### src/rtl/conv_ctrl_regfile.sv
// conv_ctrl_regfile: GPIO command decoder and control register file for the
// 2D-convolution datapath. It decodes edge-qualified GPIO commands into kernel
// writes, the image length, FSM strobes and LOAD/RUN/OUT state control, and it
// returns either status or MCU result words on the GPIO readback.
//
// Ports:
//   i_CLK, i_rst        clock, synchronous active-high reset
//   i_gpio_data/op      command payload and opcode
//   i_gpio_valid        command strobe; only its 0->1 edge is acted on
//   i_mcu_data          result word from the result memory
//   i_eop               end of processing from the memory FSM
//   o_gpio_data         registered readback word (status or MCU data)
//   o_knl_data/idx      kernel word and its slot; o_knl_valid is the write pulse
//   o_img_len           image length register
//   o_fsm_valid         one-cycle data strobe to the FSM
//   o_load              one-cycle load-start pulse to the FSM
//   o_run, o_kn_or_img  high in RUN
//   o_eop_mcu           high in OUT
//   o_err               sticky illegal-command flag
//   o_state             0=LOAD 1=RUN 2=OUT
module conv_ctrl_regfile #(
    parameter int unsigned DATA_W    = 24,
    parameter int unsigned IMG_LEN_W = 10,
    parameter int unsigned MCU_W     = 13,
    parameter int unsigned N_KNL     = 3,
    parameter int unsigned OP_W      = 3,
    parameter int unsigned KIDX_W    = (N_KNL > 1) ? $clog2(N_KNL) : 1
) (
    input  logic                 i_CLK,
    input  logic                 i_rst,
    input  logic [DATA_W-1:0]    i_gpio_data,
    input  logic [OP_W-1:0]      i_gpio_op,
    input  logic                 i_gpio_valid,
    input  logic [MCU_W-1:0]     i_mcu_data,
    input  logic                 i_eop,
    output logic [31:0]          o_gpio_data,
    output logic [DATA_W-1:0]    o_knl_data,
    output logic [KIDX_W-1:0]    o_knl_idx,
    output logic                 o_knl_valid,
    output logic [IMG_LEN_W-1:0] o_img_len,
    output logic                 o_fsm_valid,
    output logic                 o_load,
    output logic                 o_run,
    output logic                 o_eop_mcu,
    output logic                 o_kn_or_img,
    output logic                 o_err,
    output logic [1:0]           o_state
);

    localparam logic [1:0] ST_LOAD = 2'd0;
    localparam logic [1:0] ST_RUN  = 2'd1;
    localparam logic [1:0] ST_OUT  = 2'd2;

    localparam logic [OP_W-1:0] OP_KNL_LOAD  = OP_W'(0);
    localparam logic [OP_W-1:0] OP_SIZE_LOAD = OP_W'(1);
    localparam logic [OP_W-1:0] OP_IMG_LOAD  = OP_W'(2);
    localparam logic [OP_W-1:0] OP_DATA_REQ  = OP_W'(3);
    localparam logic [OP_W-1:0] OP_GO_RUN    = OP_W'(4);
    localparam logic [OP_W-1:0] OP_SOFT_RST  = OP_W'(5);
    localparam logic [OP_W-1:0] OP_STATUS    = OP_W'(6);

    localparam logic [KIDX_W-1:0] KIDX_LAST = KIDX_W'(N_KNL - 1);

    logic [1:0]           r_state, w_state_nxt;
    logic [KIDX_W-1:0]    r_count, w_count_nxt;
    logic                 r_kfull, w_kfull_nxt;
    logic                 r_armed, w_armed_nxt;
    logic                 r_sel_status, w_sel_nxt;
    logic                 r_err, w_err_nxt;
    logic                 r_prev_valid;
    logic [IMG_LEN_W-1:0] r_img_len, w_img_len_nxt;
    logic [DATA_W-1:0]    r_knl_data, w_knl_data_nxt;
    logic [KIDX_W-1:0]    r_knl_idx, w_knl_idx_nxt;
    logic                 r_knl_valid, w_knl_valid_nxt;
    logic                 r_fsm_valid, w_fsm_valid_nxt;
    logic                 r_load, w_load_nxt;
    logic                 r_run, r_eop_mcu;
    logic [31:0]          r_gpio_data, w_gpio_nxt, w_status;
    logic                 w_edge, w_soft;

    assign w_edge   = i_gpio_valid & ~r_prev_valid;
    assign w_soft   = w_edge && (i_gpio_op == OP_SOFT_RST);
    // Status word reflects the register contents at the sampling edge
    assign w_status = {r_state, r_err, r_kfull, 8'(r_count), 20'b0};

    // Next-state and command decode
    always_comb begin
        w_state_nxt     = r_state;
        w_count_nxt     = r_count;
        w_kfull_nxt     = r_kfull;
        w_armed_nxt     = r_armed;
        w_sel_nxt       = r_sel_status;
        w_err_nxt       = r_err;
        w_img_len_nxt   = r_img_len;
        w_knl_data_nxt  = r_knl_data;
        w_knl_idx_nxt   = r_knl_idx;
        w_knl_valid_nxt = 1'b0;
        w_fsm_valid_nxt = 1'b0;
        w_load_nxt      = 1'b0;

        // eop only matters in RUN; a same-cycle command is still judged as a RUN command
        if (r_state == ST_RUN && i_eop) begin
            w_state_nxt = ST_OUT;
        end

        if (w_edge) begin
            if (i_gpio_op == OP_STATUS) begin
                w_sel_nxt = 1'b1;
            end else begin
                case (r_state)
                    ST_LOAD: begin
                        case (i_gpio_op)
                            OP_KNL_LOAD: begin
                                w_knl_data_nxt  = i_gpio_data;
                                w_knl_idx_nxt   = r_count;
                                w_knl_valid_nxt = 1'b1;
                                if (r_count == KIDX_LAST) begin
                                    w_count_nxt = '0;
                                    w_kfull_nxt = 1'b1;
                                end else begin
                                    w_count_nxt = r_count + KIDX_W'(1);
                                end
                            end
                            OP_SIZE_LOAD: w_img_len_nxt = i_gpio_data[IMG_LEN_W-1:0];
                            OP_IMG_LOAD: begin
                                w_fsm_valid_nxt = 1'b1;
                                w_load_nxt      = r_armed;
                                w_armed_nxt     = 1'b0;
                                w_sel_nxt       = 1'b0;
                            end
                            OP_DATA_REQ: begin
                                w_err_nxt = 1'b1;
                                w_sel_nxt = 1'b0;
                            end
                            OP_GO_RUN: begin
                                if (r_kfull && (r_img_len != '0)) begin
                                    w_state_nxt = ST_RUN;
                                end else begin
                                    w_err_nxt = 1'b1;
                                end
                            end
                            OP_SOFT_RST: ;
                            default: w_err_nxt = 1'b1;
                        endcase
                    end
                    ST_RUN: begin
                        if (i_gpio_op != OP_SOFT_RST) begin
                            w_err_nxt = 1'b1;
                        end
                    end
                    ST_OUT: begin
                        case (i_gpio_op)
                            OP_DATA_REQ: begin
                                w_fsm_valid_nxt = 1'b1;
                                w_sel_nxt       = 1'b0;
                            end
                            // Return to LOAD re-arms, and the re-armed load fires immediately
                            OP_IMG_LOAD: begin
                                w_state_nxt     = ST_LOAD;
                                w_fsm_valid_nxt = 1'b1;
                                w_load_nxt      = 1'b1;
                                w_armed_nxt     = 1'b0;
                                w_sel_nxt       = 1'b0;
                            end
                            OP_SOFT_RST: ;
                            default: w_err_nxt = 1'b1;
                        endcase
                    end
                    default: w_state_nxt = ST_LOAD;
                endcase
            end
        end

        w_gpio_nxt = w_sel_nxt ? w_status : 32'(i_mcu_data);
    end

    // Register stage; soft reset behaves as a full reset
    always_ff @(posedge i_CLK) begin
        r_prev_valid <= i_rst ? 1'b0 : i_gpio_valid;
        if (i_rst || w_soft) begin
            r_state      <= ST_LOAD;
            r_count      <= '0;
            r_kfull      <= 1'b0;
            r_armed      <= 1'b1;
            r_sel_status <= 1'b0;
            r_err        <= 1'b0;
            r_img_len    <= '0;
            r_knl_data   <= '0;
            r_knl_idx    <= '0;
            r_knl_valid  <= 1'b0;
            r_fsm_valid  <= 1'b0;
            r_load       <= 1'b0;
            r_run        <= 1'b0;
            r_eop_mcu    <= 1'b0;
            r_gpio_data  <= '0;
        end else begin
            r_state      <= w_state_nxt;
            r_count      <= w_count_nxt;
            r_kfull      <= w_kfull_nxt;
            r_armed      <= w_armed_nxt;
            r_sel_status <= w_sel_nxt;
            r_err        <= w_err_nxt;
            r_img_len    <= w_img_len_nxt;
            r_knl_data   <= w_knl_data_nxt;
            r_knl_idx    <= w_knl_idx_nxt;
            r_knl_valid  <= w_knl_valid_nxt;
            r_fsm_valid  <= w_fsm_valid_nxt;
            r_load       <= w_load_nxt;
            r_run        <= (w_state_nxt == ST_RUN);
            r_eop_mcu    <= (w_state_nxt == ST_OUT);
            r_gpio_data  <= w_gpio_nxt;
        end
    end

    assign o_gpio_data = r_gpio_data;
    assign o_knl_data  = r_knl_data;
    assign o_knl_idx   = r_knl_idx;
    assign o_knl_valid = r_knl_valid;
    assign o_img_len   = r_img_len;
    assign o_fsm_valid = r_fsm_valid;
    assign o_load      = r_load;
    assign o_run       = r_run;
    assign o_kn_or_img = r_run;
    assign o_eop_mcu   = r_eop_mcu;
    assign o_err       = r_err;
    assign o_state     = r_state;

endmodule

### config.mk
export PLATFORM = sky130hd
export DESIGN_NAME = conv_ctrl_regfile
export DESIGN_NICKNAME = d
export VERILOG_FILES = /design/src/rtl/conv_ctrl_regfile.sv
export SDC_FILE = /design/constraint.sdc
export NUM_CORES = 1
export LEC_CHECK = 0
export BUFFER_PORTS_ARGS = -buffer_cell sky130_fd_sc_hd__buf_4
export CELL_PAD_IN_SITES_DETAIL_PLACEMENT = 1
export CELL_PAD_IN_SITES_GLOBAL_PLACEMENT = 2
export CORE_ASPECT_RATIO = 1.4
export CORE_MARGIN = 4
export CORE_UTILIZATION = 25
export CTS_CLUSTER_DIAMETER = 100
export DETAILED_ROUTE_END_ITERATION = 7
export GPL_ROUTABILITY_DRIVEN = 0
export PLACE_DENSITY = 0.88
export SETUP_SLACK_MARGIN = 0.02
export SLEW_MARGIN = 20
export SYNTH_ARGS = -nofsm -noshare
export SYNTH_HDL_FRONTEND = slang
export SYNTH_SLANG_ARGS = --single-unit
### constraint.sdc
create_clock -name i_CLK -period 2.61 [get_ports i_CLK]
set_input_delay 0.3915 -clock i_CLK [delete_from_list [all_inputs] [get_ports i_CLK]]
set_output_delay 0.3915 -clock i_CLK [all_outputs]
set_load 0.01 [all_outputs]
After elaboration in Yosys (flattened, before gate mapping)
Cells that the tools add are included.
{"block": "op_classes", "n_addsub": 1, "n_eq_ne": 16, "muxes": 23, "bitwise": 6, "reduce_logical": 21}
{"op": "$mux W2", "n": 7}
{"op": "$reduce_and A4 Y1", "n": 3}
{"op": "$mux W1", "n": 11}
{"op": "$reduce_bool A10 Y1", "n": 1}
{"op": "$eq A3 B3 Y1 const B", "n": 3}
{"op": "$reduce_or A2 Y1", "n": 4}
{"op": "$reduce_or A4 Y1", "n": 2}
{"op": "$reduce_and A7 Y1", "n": 1}
{"op": "$eq A2 B2 Y1 const B", "n": 3}
{"op": "$eq A3 B2 Y1 const B", "n": 2}
{"op": "$ne A3 B3 Y1 const B", "n": 2}
{"op": "$pmux W1 S2", "n": 3}
{"op": "$pmux W2 S3", "n": 1}
{"op": "$reduce_or A3 Y1", "n": 2}
{"op": "$not A1 Y1", "n": 5}
{"op": "$reduce_and A5 Y1", "n": 1}
{"op": "$eq A2 B1 Y1 const B", "n": 2}
{"op": "$ne A2 B2 Y1 const B", "n": 2}
{"op": "$eq A3 B1 Y1 const B", "n": 1}
{"op": "$logic_and A1 B1 Y1", "n": 3}
{"op": "$logic_not A3 Y1", "n": 1}
{"op": "$pmux W1 S3", "n": 1}
{"op": "$reduce_bool A3 Y1", "n": 1}
{"op": "$add A2 B1 Y2 const B", "n": 1}
{"op": "4 further kinds", "n": 4}
{"block": "totals", "ff_bits": 82, "input_bits": 44, "output_inout_bits": 77, "wordCells": 85}

Depth between registers and ports, before layout
{"block": "depth", "word_depth": 9, "mapped_depth": 8, "depth_no_buf": 4}

Least setup slack after synthesis
No wires, ideal clock.
{"block": "synth_timing", "path_type": "flip-flop to flip-flop", "startpoint": "register r_state[0], in the netlist o_state[0]", "endpoint": "register r_knl_data[10], in the netlist o_knl_data[10]", "setup_ps": 132, "arrival_ps": 1970, "required_ps": 2478, "setup_slack_ps": 508, "stages_incl_launch_ff": 9, "n_path_buf": 4, "synth_period_minus_slack_ps": 2102, "cell_sequence": "dfxtp_1 -> buf_6 -> or4b_4 -> buf_6 -> or4_4 -> buf_2 -> buf_4 -> nand2_1 -> a21oi_1"}
{"block": "synth_between", "elab_chain_len": 2}
{"item": "start: declaration", "line": "64", "rtl": "logic [1:0] r_state, w_state_nxt;"}
{"item": "start signal: assignment", "line": "197", "rtl": "r_state <= w_state_nxt;"}
{"item": "$logic_not A2 Y1", "line": "110", "rtl": "case (r_state)"}
{"item": "$reduce_and A4 Y1 (no source line)"}
{"item": "end signal: assignment", "line": "204", "rtl": "r_knl_data <= w_knl_data_nxt;"}
{"item": "end: declaration", "line": "72", "rtl": "logic [DATA_W-1:0] r_knl_data, w_knl_data_nxt;"}
No other way between the ends.
A chain may end at the register's enable or synchronous reset.

Worst setup path after layout
{"block": "layout_timing", "startpoint": "register r_state[0], in the netlist o_state[0]", "endpoint": "register r_count[1]"}
{"block": "layout_between", "elab_chain_len": 2}
{"item": "$logic_not A2 Y1", "line": "110"}
{"item": "$reduce_and A4 Y1 (no source line)"}
{"item": "end signal: assignment", "line": "198", "rtl": "r_count <= w_count_nxt;"}
{"item": "end: declaration", "line": "65", "rtl": "logic [KIDX_W-1:0] r_count, w_count_nxt;"}
No other way between the ends.

==> summary.txt <==
Place
  • Placement Setup Slack: 0.391 ns
  • Area after DPL: ~0.0034 mm2
  • Post-DP HPWL: between 5000 and 6000 um
  • # port buffers: 107

Hold path
  • HP Start: i_rst
  • Worst hold path class: input port to register

Logic synthesis
  • Post-synth EDFFs: 0
  • Yosys warning count: 0
  • Synth top area share: 0.540
  • Ys async rst share: 0
  • Sequential cell area fraction in the yosys report: 0.540
  • Yosys cell types: 32
  • Ys flop type: dfxtp_1
  • Top post-synthesis cells by area: dfxtp_1, nand2_1, a21oi_1, buf_4, and2_1
  • Synthesis-stage register bit count: 69
  • Dominant cell type by area after synthesis: dfxtp_1
  • Post-Syn Instances: roughly 280
  • Mapped cell area: 0.00256 mm2
  • Average size of a mapped cell: approximately 9.2 um2

Die
  • # IOs: 121
  • Chip width: about 93 um
  • Die Span Y: ~130 um
  • Die area: around 0.012 mm2
  • Row count: 43
  • Initial core utilization: 0.257
  • Core area: 0.00995 mm2

Global routing
  • GRT Util Overall: 0.128
  • Grt total ovfl: 0
  • First-pass GRT wire length: approximately 12000 um
  • Vias in the first global route: around 2400
  • Pin count of the biggest net entering global routing: 28
  • Initial antenna violation count: 0

Clocking
  • CTS max path bufs: 2
  • # hold bufs at CTS: 0
  • Post-CTS Setup Bufs: 0
  • Clk root buf: clkbuf_16
  • Clock Latency Late Sink: 0.33 ns
  • Num Clock Sinks: 69
  • Reg clk slew, reported paths: about 0.060 ns
  • Total CTS buffers: 9
  • H-tree levels: 3
  • CTS tree: yes
  • Cts repair resizes: 0

Final layout
  • Nets: approximately 430
  • Share of cells above drive strength 1: 0.341
  • Commonest non-fill, non-tap cells in the layout: buf_4, dfxtp_1, nand2_1
  • Ant diodes: 0
  • Final core utilization: 0.376
  • Fin area: roughly 0.0037 mm2
  • Commonest non-fill, non-tap cell in the layout: buf_4
  • Area Growth Syn to Fin: 46.4%

Critical path
  • Critical path buffers and inverters: 0
  • CP required: between 2 and 3 ns
  • Crit path max-delay family: simple AND/OR/NAND/NOR gates
  • Crit Path Class: register to register
  • Worst setup EP type: register
  • Critical-path top delay cell: or4b_4
  • RR Startpoint: o_state[0]$_SDFF_PP0_
  • Worst setup path start: o_state[0]$_SDFF_PP0_
  • CP peak stage delay: just under 0.6 ns
  • Cell Chain, Critical Path: or4b_4 -> or4_4 -> or3_1 -> a21oi_1
  • Worst EP arrival: 2.25 ns
  • Critical path peak fanout: 11
  • Worst setup SP type: register

Timing
  • Final Hold Violating Endpoints: 0
  • Tmin final: 1.99 ns
  • Final Slew Violations: 0
  • Fmax: between 500 and 600 MHz
  • Slew HR: 0.609
  • Setup TNS: 0 ns
  • Max Clock Skew: a little under 0.006 ns
  • Final worst slack: a little over 0.6 ns
  • RSZ-0062 raised after global routing: false
  • Period Utilization, post-route: 0.764
  • Count of final setup violators: 0
  • Tightest Pin Transition: slightly below 0.6 ns

Power and ir drop
  • Worst IR Drop VDD: ~0.00037 V
  • Pwr Density: a little over 700 mW/mm2
  • Pleak: roughly 0.0017 uW

Routing
  • Average wire per standard cell: 14.5 um
  • Number of DRC markers in iteration 0: just over 50
  • # DRC: 0
  • DR pass1 iterations: 4
  • Via count: around 2300
  • Drt via density: about 4.3
  • Drt total wl: roughly 7600 um
  • Final ANT Viol Nets: 0

Job
  • Maxcap violations: 0

Status
  • Status: finished, final reports clean
[cell usage after synthesis (4+ instances only)]
cell type / instances
dfxtp_1: 69
nand2_1: 54
a21oi_1: 31
and2_1: 19
buf_4: 16
nor2_1: 16
mux2i_1: 11
clkbuf_1: 9
nor2b_1: 5
a31oi_1: 4
inv_1: 4
nand2b_1: 4
[final timing paths]
kind                                                     to  slack (ns)  cells past startpoint
worst max-delay path                r_count[1]$_SDFFE_PP0P_        0.62                      4
worst min-delay path                r_prev_valid$_SDFF_PP0_        0.24                      2
worst max register to register      r_count[1]$_SDFFE_PP0P_        0.62                      4
worst min register to register  o_knl_data[18]$_SDFFE_PP0P_        0.46                      2
[registers in the layout, indices dropped and copies added, names as in the netlist, 2 cells and up]
register,flops
o_gpio_data,19
o_img_len,10
o_knl_data,24
o_knl_idx,2
o_state,2
r_count,2
[per-stage QoR]
step | cells | total power [uW] | hold WS (ns)
final | 522 | 2660 | 0.244
after global routing | 522 | 2780 | 0.245
after CTS | 522 | 2700 | 0.231
after detailed placement | 506 | 1360 | 0.452
after global placement | 506 | 1360 | 0.443
after floorplan | 290 | 1250 | 0.442
[worst reg2reg max path: cells and delay by family, from the launching register on]
family | cells | cell delay (ns)
compound gates | 1 | 0.15
simple gates | 3 | 1.44
flops | 1 | 0.33
[layout make-up]
class                           instances  area [um2]
Tap cell                              135         169
Timing Repair Buffer                  112         841
Clock inverter                          7        98.8
Inverter                                4        15.0
Multi-Input combinational cell        186        1010
Sequential cell                        69        1380
Fill cell                            1178        6210
Clock buffer                            9         225
[per-layer routing]
metal	routed length, um	global-route usage	vias to the layer above
met3	645	0.0548	7
met1	2830	0.130	1073
met2	4010	0.232	77
met4	108	0.0466	0
met5	0	0	-
li1	-	-	1105
[report_power, final]
group | total [uW] | switching (uW) | internal [uW]
logic | 233 | 116 | 116
clock network | 1320 | 479 | 841
registers | 1110 | 20.7 | 1080
[logic make-up after synthesis]
logic type,count (synthesis),share of synthesized area
simple gates,117,0.233
flops,69,0.540
compound gates,45,0.0999
buf+inv,35,0.0822
mux,11,0.0431
other cells,1,0.00147
(Power assumes the default switching activity.)
